===== src/rtl/asrv32_fetch_pkg.sv =====
// Shared types for the ASRV32 fetch stage: state encoding and PC helpers.
// Fetch states keep the same 2-bit encodings used elsewhere in the core.
package asrv32_fetch_pkg;

  localparam int XLEN = 32;

  typedef enum logic [1:0] {
    FETCH_IDLE = 2'd0,
    FETCH_REQ  = 2'd1,
    FETCH_HOLD = 2'd2
  } fetch_state_t;

  function automatic logic pc_misaligned(input logic [XLEN-1:0] pc);
    return pc[1:0] != 2'b00;
  endfunction

endpackage


===== src/rtl/asrv32_fetch_if.sv =====
// Fetch-stage bus: PC update from writeback, decode handshake, imem req/ack.
// master = fetch stage, slave = surrounding pipeline and instruction memory.
interface asrv32_fetch_if;
  import asrv32_fetch_pkg::*;

  logic            pc_update;
  logic [XLEN-1:0] new_pc;
  logic            ready;
  logic            valid;
  logic [XLEN-1:0] inst;
  logic [XLEN-1:0] pc;
  logic            misaligned;
  logic            imem_req;
  logic [XLEN-1:0] imem_addr;
  logic            imem_ack;
  logic [XLEN-1:0] imem_data;

  modport master (
    input  pc_update, new_pc, ready, imem_ack, imem_data,
    output valid, inst, pc, misaligned, imem_req, imem_addr
  );

  modport slave (
    output pc_update, new_pc, ready, imem_ack, imem_data,
    input  valid, inst, pc, misaligned, imem_req, imem_addr
  );

endinterface


===== src/rtl/asrv32_fetch.sv =====
// Instruction fetch: launches one imem read per committed PC, holds the word
// for decode, discards stale returns and reports misaligned targets without fetching.
module asrv32_fetch
  import asrv32_fetch_pkg::*;
#(
  parameter logic [31:0] PC_RESET = 32'h0000_0000
) (
  input  logic            i_clk,
  input  logic            i_rst,
  asrv32_fetch_if.master  bus
);

  fetch_state_t    state_q, state_d;
  logic            req_q, req_d;
  logic [XLEN-1:0] addr_q, addr_d;
  logic            valid_q, valid_d;
  logic [XLEN-1:0] inst_q, inst_d;
  logic [XLEN-1:0] pc_q, pc_d;
  logic            mis_q, mis_d;
  logic            pend_valid_q, pend_valid_d;
  logic [XLEN-1:0] pend_pc_q, pend_pc_d;

  logic            launch;
  logic [XLEN-1:0] launch_pc;

  always_ff @(posedge i_clk) begin
    if (i_rst) begin
      state_q      <= FETCH_REQ;
      req_q        <= 1'b1;
      addr_q       <= {PC_RESET[31:2], 2'b00};
      valid_q      <= 1'b0;
      inst_q       <= '0;
      pc_q         <= PC_RESET;
      mis_q        <= 1'b0;
      pend_valid_q <= 1'b0;
      pend_pc_q    <= '0;
    end else begin
      state_q      <= state_d;
      req_q        <= req_d;
      addr_q       <= addr_d;
      valid_q      <= valid_d;
      inst_q       <= inst_d;
      pc_q         <= pc_d;
      mis_q        <= mis_d;
      pend_valid_q <= pend_valid_d;
      pend_pc_q    <= pend_pc_d;
    end
  end

  always_comb begin
    state_d      = state_q;
    req_d        = req_q;
    addr_d       = addr_q;
    valid_d      = valid_q;
    inst_d       = inst_q;
    pc_d         = pc_q;
    mis_d        = mis_q;
    pend_valid_d = pend_valid_q;
    pend_pc_d    = pend_pc_q;
    launch       = 1'b0;
    launch_pc    = bus.new_pc;

    case (state_q)
      FETCH_IDLE: begin
        if (bus.pc_update) launch = 1'b1;
      end
      FETCH_REQ: begin
        if (!req_q) begin
          // One-cycle gap after a stale return: relaunch the newest target.
          launch       = 1'b1;
          launch_pc    = bus.pc_update ? bus.new_pc : pend_pc_q;
          pend_valid_d = 1'b0;
        end else if (bus.imem_ack) begin
          if (pend_valid_q || bus.pc_update) begin
            req_d        = 1'b0;
            pend_valid_d = 1'b0;
            if (bus.pc_update) pend_pc_d = bus.new_pc;
          end else begin
            req_d   = 1'b0;
            valid_d = 1'b1;
            inst_d  = bus.imem_data;
            pc_d    = addr_q;
            mis_d   = 1'b0;
            state_d = FETCH_HOLD;
          end
        end else if (bus.pc_update) begin
          pend_valid_d = 1'b1;
          pend_pc_d    = bus.new_pc;
        end
      end
      FETCH_HOLD: begin
        // A flush outranks a same-cycle accept.
        if (bus.pc_update) begin
          launch = 1'b1;
        end else if (bus.ready) begin
          valid_d = 1'b0;
          state_d = FETCH_IDLE;
        end
      end
      default: state_d = FETCH_IDLE;
    endcase

    if (launch) begin
      if (pc_misaligned(launch_pc)) begin
        state_d = FETCH_HOLD;
        req_d   = 1'b0;
        valid_d = 1'b1;
        mis_d   = 1'b1;
        pc_d    = launch_pc;
        inst_d  = '0;
      end else begin
        state_d = FETCH_REQ;
        req_d   = 1'b1;
        addr_d  = {launch_pc[31:2], 2'b00};
        valid_d = 1'b0;
      end
    end
  end

  assign bus.valid      = valid_q;
  assign bus.inst       = inst_q;
  assign bus.pc         = pc_q;
  assign bus.misaligned = mis_q;
  assign bus.imem_req   = req_q;
  assign bus.imem_addr  = addr_q;

endmodule


===== src/flat_wrapper.sv =====
// flat-port wrapper written by rule: the top's interface ports become plain ports
module asrv32_fetch_flat import asrv32_fetch_pkg::*;
#(
  parameter logic [31:0] PC_RESET = 32'h0000_0000
)
  (i_clk, i_rst, bus_pc_update, bus_new_pc, bus_ready, bus_imem_ack, bus_imem_data, bus_valid, bus_inst, bus_pc, bus_misaligned, bus_imem_req, bus_imem_addr);
  asrv32_fetch_if bus_i ();
  input  logic i_clk;
  input  logic i_rst;
  input wire logic [$bits(bus_i.pc_update)-1:0] bus_pc_update;
  input wire logic [$bits(bus_i.new_pc)-1:0] bus_new_pc;
  input wire logic [$bits(bus_i.ready)-1:0] bus_ready;
  input wire logic [$bits(bus_i.imem_ack)-1:0] bus_imem_ack;
  input wire logic [$bits(bus_i.imem_data)-1:0] bus_imem_data;
  output wire logic [$bits(bus_i.valid)-1:0] bus_valid;
  output wire logic [$bits(bus_i.inst)-1:0] bus_inst;
  output wire logic [$bits(bus_i.pc)-1:0] bus_pc;
  output wire logic [$bits(bus_i.misaligned)-1:0] bus_misaligned;
  output wire logic [$bits(bus_i.imem_req)-1:0] bus_imem_req;
  output wire logic [$bits(bus_i.imem_addr)-1:0] bus_imem_addr;
  assign bus_i.pc_update = bus_pc_update;
  assign bus_i.new_pc = bus_new_pc;
  assign bus_i.ready = bus_ready;
  assign bus_i.imem_ack = bus_imem_ack;
  assign bus_i.imem_data = bus_imem_data;
  assign bus_valid = bus_i.valid;
  assign bus_inst = bus_i.inst;
  assign bus_pc = bus_i.pc;
  assign bus_misaligned = bus_i.misaligned;
  assign bus_imem_req = bus_i.imem_req;
  assign bus_imem_addr = bus_i.imem_addr;
  asrv32_fetch #(.PC_RESET(PC_RESET)) u_core (.i_clk(i_clk), .i_rst(i_rst), .bus(bus_i));
endmodule

===== config.mk =====
export PLATFORM = sky130hd
export DESIGN_NAME = asrv32_fetch_flat
export DESIGN_NICKNAME = d
export VERILOG_FILES = /design/src/rtl/asrv32_fetch_pkg.sv /design/src/rtl/asrv32_fetch_if.sv /design/src/rtl/asrv32_fetch.sv /design/src/flat_wrapper.sv
export SDC_FILE = /design/constraint.sdc
export NUM_CORES = 1
export LEC_CHECK = 0
export BUFFER_PORTS_ARGS = -buffer_cell sky130_fd_sc_hd__clkbuf_2
export CORE_MARGIN = 8
export CORE_UTILIZATION = 46
export DETAILED_ROUTE_END_ITERATION = 6
export GPL_ROUTABILITY_DRIVEN = 1
export PLACE_DENSITY = 0.81
export SYNTH_ARGS = -nofsm -noshare
export SYNTH_HDL_FRONTEND = slang
export SYNTH_SLANG_ARGS = --single-unit

===== constraint.sdc =====
create_clock -name i_clk -period 5.42 [get_ports i_clk]
set_input_delay 1.626 -clock i_clk [delete_from_list [all_inputs] [get_ports i_clk]]
set_output_delay 1.626 -clock i_clk [all_outputs]
set_load 0.02 [all_outputs]

==> results.cfg <==
[critical_path]
crit_path_end = u_core.bus.pc[31]$_SDFF_PP0_
r2r-start = u_core.state_q[1]$_SDFFE_PP0P_
crit_start = bus_pc_update
r2r_setup_slack_ns = 2.02
required_ns = 5.66
rr_worst_depth = 7
reg2reg_to = u_core.bus.pc[31]$_SDFF_PP0_
endpoint_kind = flop
crit_type = input port to flop
path_max_fanout = 63
cp.arrival_ns = 4.18
start_kind = input port

[global_routing]
grt-ovfl-total = 0
grt_pass1_vias = 5012
grt_pass1_wl_mm = 25.7
track_usage_pct = 19.2
grt_max_degree = 66
grt_antenna_before_repair = 0

[finish]
stdcell_area_um2 = 7380
final_nets = 888
drive_gt1_share_pct = 29.3
multiInputGateArea_um2 = 2990
finalNonFillerCells = 1000
final-seq-area_um2 = 2640
final_util_pct = 58.5
fillers = 1153
area_growth_pct = 24.4
antennaDiodeCount = 0

[synthesis]
syn_inst = 692
ys_async_sr_fraction_pct = 0
ys_types = 39
synth_top_area_share_pct = 44.5
synth_area_per_cell_um2 = 8.57
synth_seq_cells = 132
synthFlopType = dfxtp_1
yosys_warnings = 0
yosysMostFrequentCell = nand2_1
synth_edf_count = 0
ys_seq_area_share_pct = 44.5
netlist_area_um2 = 5930
synth_top_cells_by_count = nand2_1, dfxtp_1, a21oi_1, clkbuf_1, mux2i_1
synth_area_leader_cell = dfxtp_1
synthTopCellsByArea = dfxtp_1, nand2_1, a21oi_1, a221oi_2, mux2i_1

[clocking]
htree_levels = 4
postCtsSetupRepairBufs = 0
clk_pin_slew_ns = 0.05
cts_resized = 0
clock_latency_ns = 0.41
clockRootBuffer = clkbuf_16
cts_inserted_buffers = 17
ctsLongestPathBuffers = 2
cts_tree = built
holdBufCountCts = 0
cts_sinks = 132

[sta]
finalMaxSlewViolations = 0
setup-tns-final_ns = 0
holdWs_ns = 0.452
tightestPinTransition_ns = 1.23
setup_viol = 0
fmax_ghz = 0.254
fin_crit_sh_pct = 72.8
hold_violations = 0
min_period_ns = 3.94
clock_skew_ns = 0.00517
maxSlewHeadroom_pct = 18.1
setup_ws_ns = 1.48
grt_setup_unrepaired = false

[place]
dp.final_hpwl_mm = 10.7
dpl_cell_area_um2 = 6770
dp_cells = 968
gp_congestion = 0.778
pre_cts_slack_ns = 1.05
io_buffer_count = 165

[floorplanning]
die_y_um = 130
core_area_um2 = 12600
io_pins = 168
die_x_um = 130
num_rows = 41
initial_core_util_pct = 47.0
die_area_um2 = 16800

[detailed_routing]
vias = 5357
antenna_left = 0
drc_errors = 0
drt_iter0_markers = 330
wl_per_cell_um = 16.3
totalWireLength_mm = 16.3
drtPass1Iterations = 5
viasPerCell = 5.36

[outcome]
status = finished clean

[power]
p_per_area_nw_per_um2 = 557
ir_drop_mv = 0.267
power.leakage_nw = 3.09
finalPower_mw = 4.11

[run]
max_cap_violations = 0

[min_path]
min_path_type = flop to flop
-- report_power, final --
part	internal, mW	switching (mW)	total (mW)
logic	0.527	1.04	1.56
clock network	0.776	0.399	1.17
registers	1.22	0.157	1.37
-- worst max-delay path, cell delays in order --
cell	delay (ns)
clkbuf_2	0.17
or3b_2	0.48
buf_4	0.32
mux2_4	0.52
or2_2	0.83
a221oi_1	0.21
-- how the worst min path moves through the flow --
stage | endpoint | slack, ns | from | cells past startpoint
detailed placement | u_core.bus.inst[20]$_SDFF_PP0_ | 0.45 | u_core.bus.inst[20]$_SDFF_PP0_ | 2
floorplan | u_core.pend_pc_q[10]$_SDFFE_PP0P_ | 0.45 | u_core.pend_pc_q[10]$_SDFFE_PP0P_ | 2
global placement | u_core.bus.inst[1]$_SDFF_PP0_ | 0.44 | u_core.bus.inst[1]$_SDFF_PP0_ | 2
global route | u_core.bus.inst[9]$_SDFF_PP0_ | 0.47 | u_core.bus.inst[9]$_SDFF_PP0_ | 2
finish | u_core.bus.inst[1]$_SDFF_PP0_ | 0.45 | u_core.bus.inst[1]$_SDFF_PP0_ | 2
CTS | u_core.bus.inst[7]$_SDFF_PP0_ | 0.46 | u_core.bus.inst[7]$_SDFF_PP0_ | 2
-- flip-flops by register name, summed over array words and instances (netlist names) --
register	cells
u_core.bus.valid	1
u_core.bus.imem_req	1
u_core.bus.imem_addr	30
u_core.pend_pc_q	32
u_core.bus.misaligned	1
u_core.pend_valid_q	1
u_core.bus.inst	32
u_core.bus.pc	32
u_core.state_q	2
-- logic make-up (layout without fill, tap and decap cells) --
logic type                 Yosys count  count (layout)  share of synthesized area [%]
AOI/OAI and AO/OA                  203             203                           25.8
muxes                               33              33                           5.65
and+or+nand+nor                    241             241                           17.2
other                                1               2                         0.0632
adders and majority gates            4               4                          0.844
buffers and inverters               78             213                           5.84
DFF                                132             132                           44.5
-- cells in the final DEF, fill, tap and decap left out, drive strengths merged, types with 5 or more instances in the layout --
master	Yosys	routed
nand2	192	192
clkbuf	55	185
dfxtp	132	132
a21oi	100	100
mux2i	32	32
or3	31	31
o31ai	31	31
a311oi	30	30
a221oi	30	30
buf	17	11
inv	6	6
clkinv	0	6
nor2	5	5
-- final cells by class --
type | count | share of cell area [%]
clock buffers | 21 | 6.10
flip-flops and latches | 132 | 35.8
clock inverters | 11 | 2.14
multi-input cells | 483 | 40.5
inverters | 6 | 0.305
repair buffers | 175 | 12.2
well taps | 172 | 2.92
-- routing by layer --
layer  wire [um]  track usage, %  vias up
met5           0               0        -
met4         257            6.83        0
met3        1410            6.49       19
met2        7780            31.3      177
met1        6870            23.0     2444
li1            -               -     2717
No activity file was read; power rests on OpenSTA's default activity.
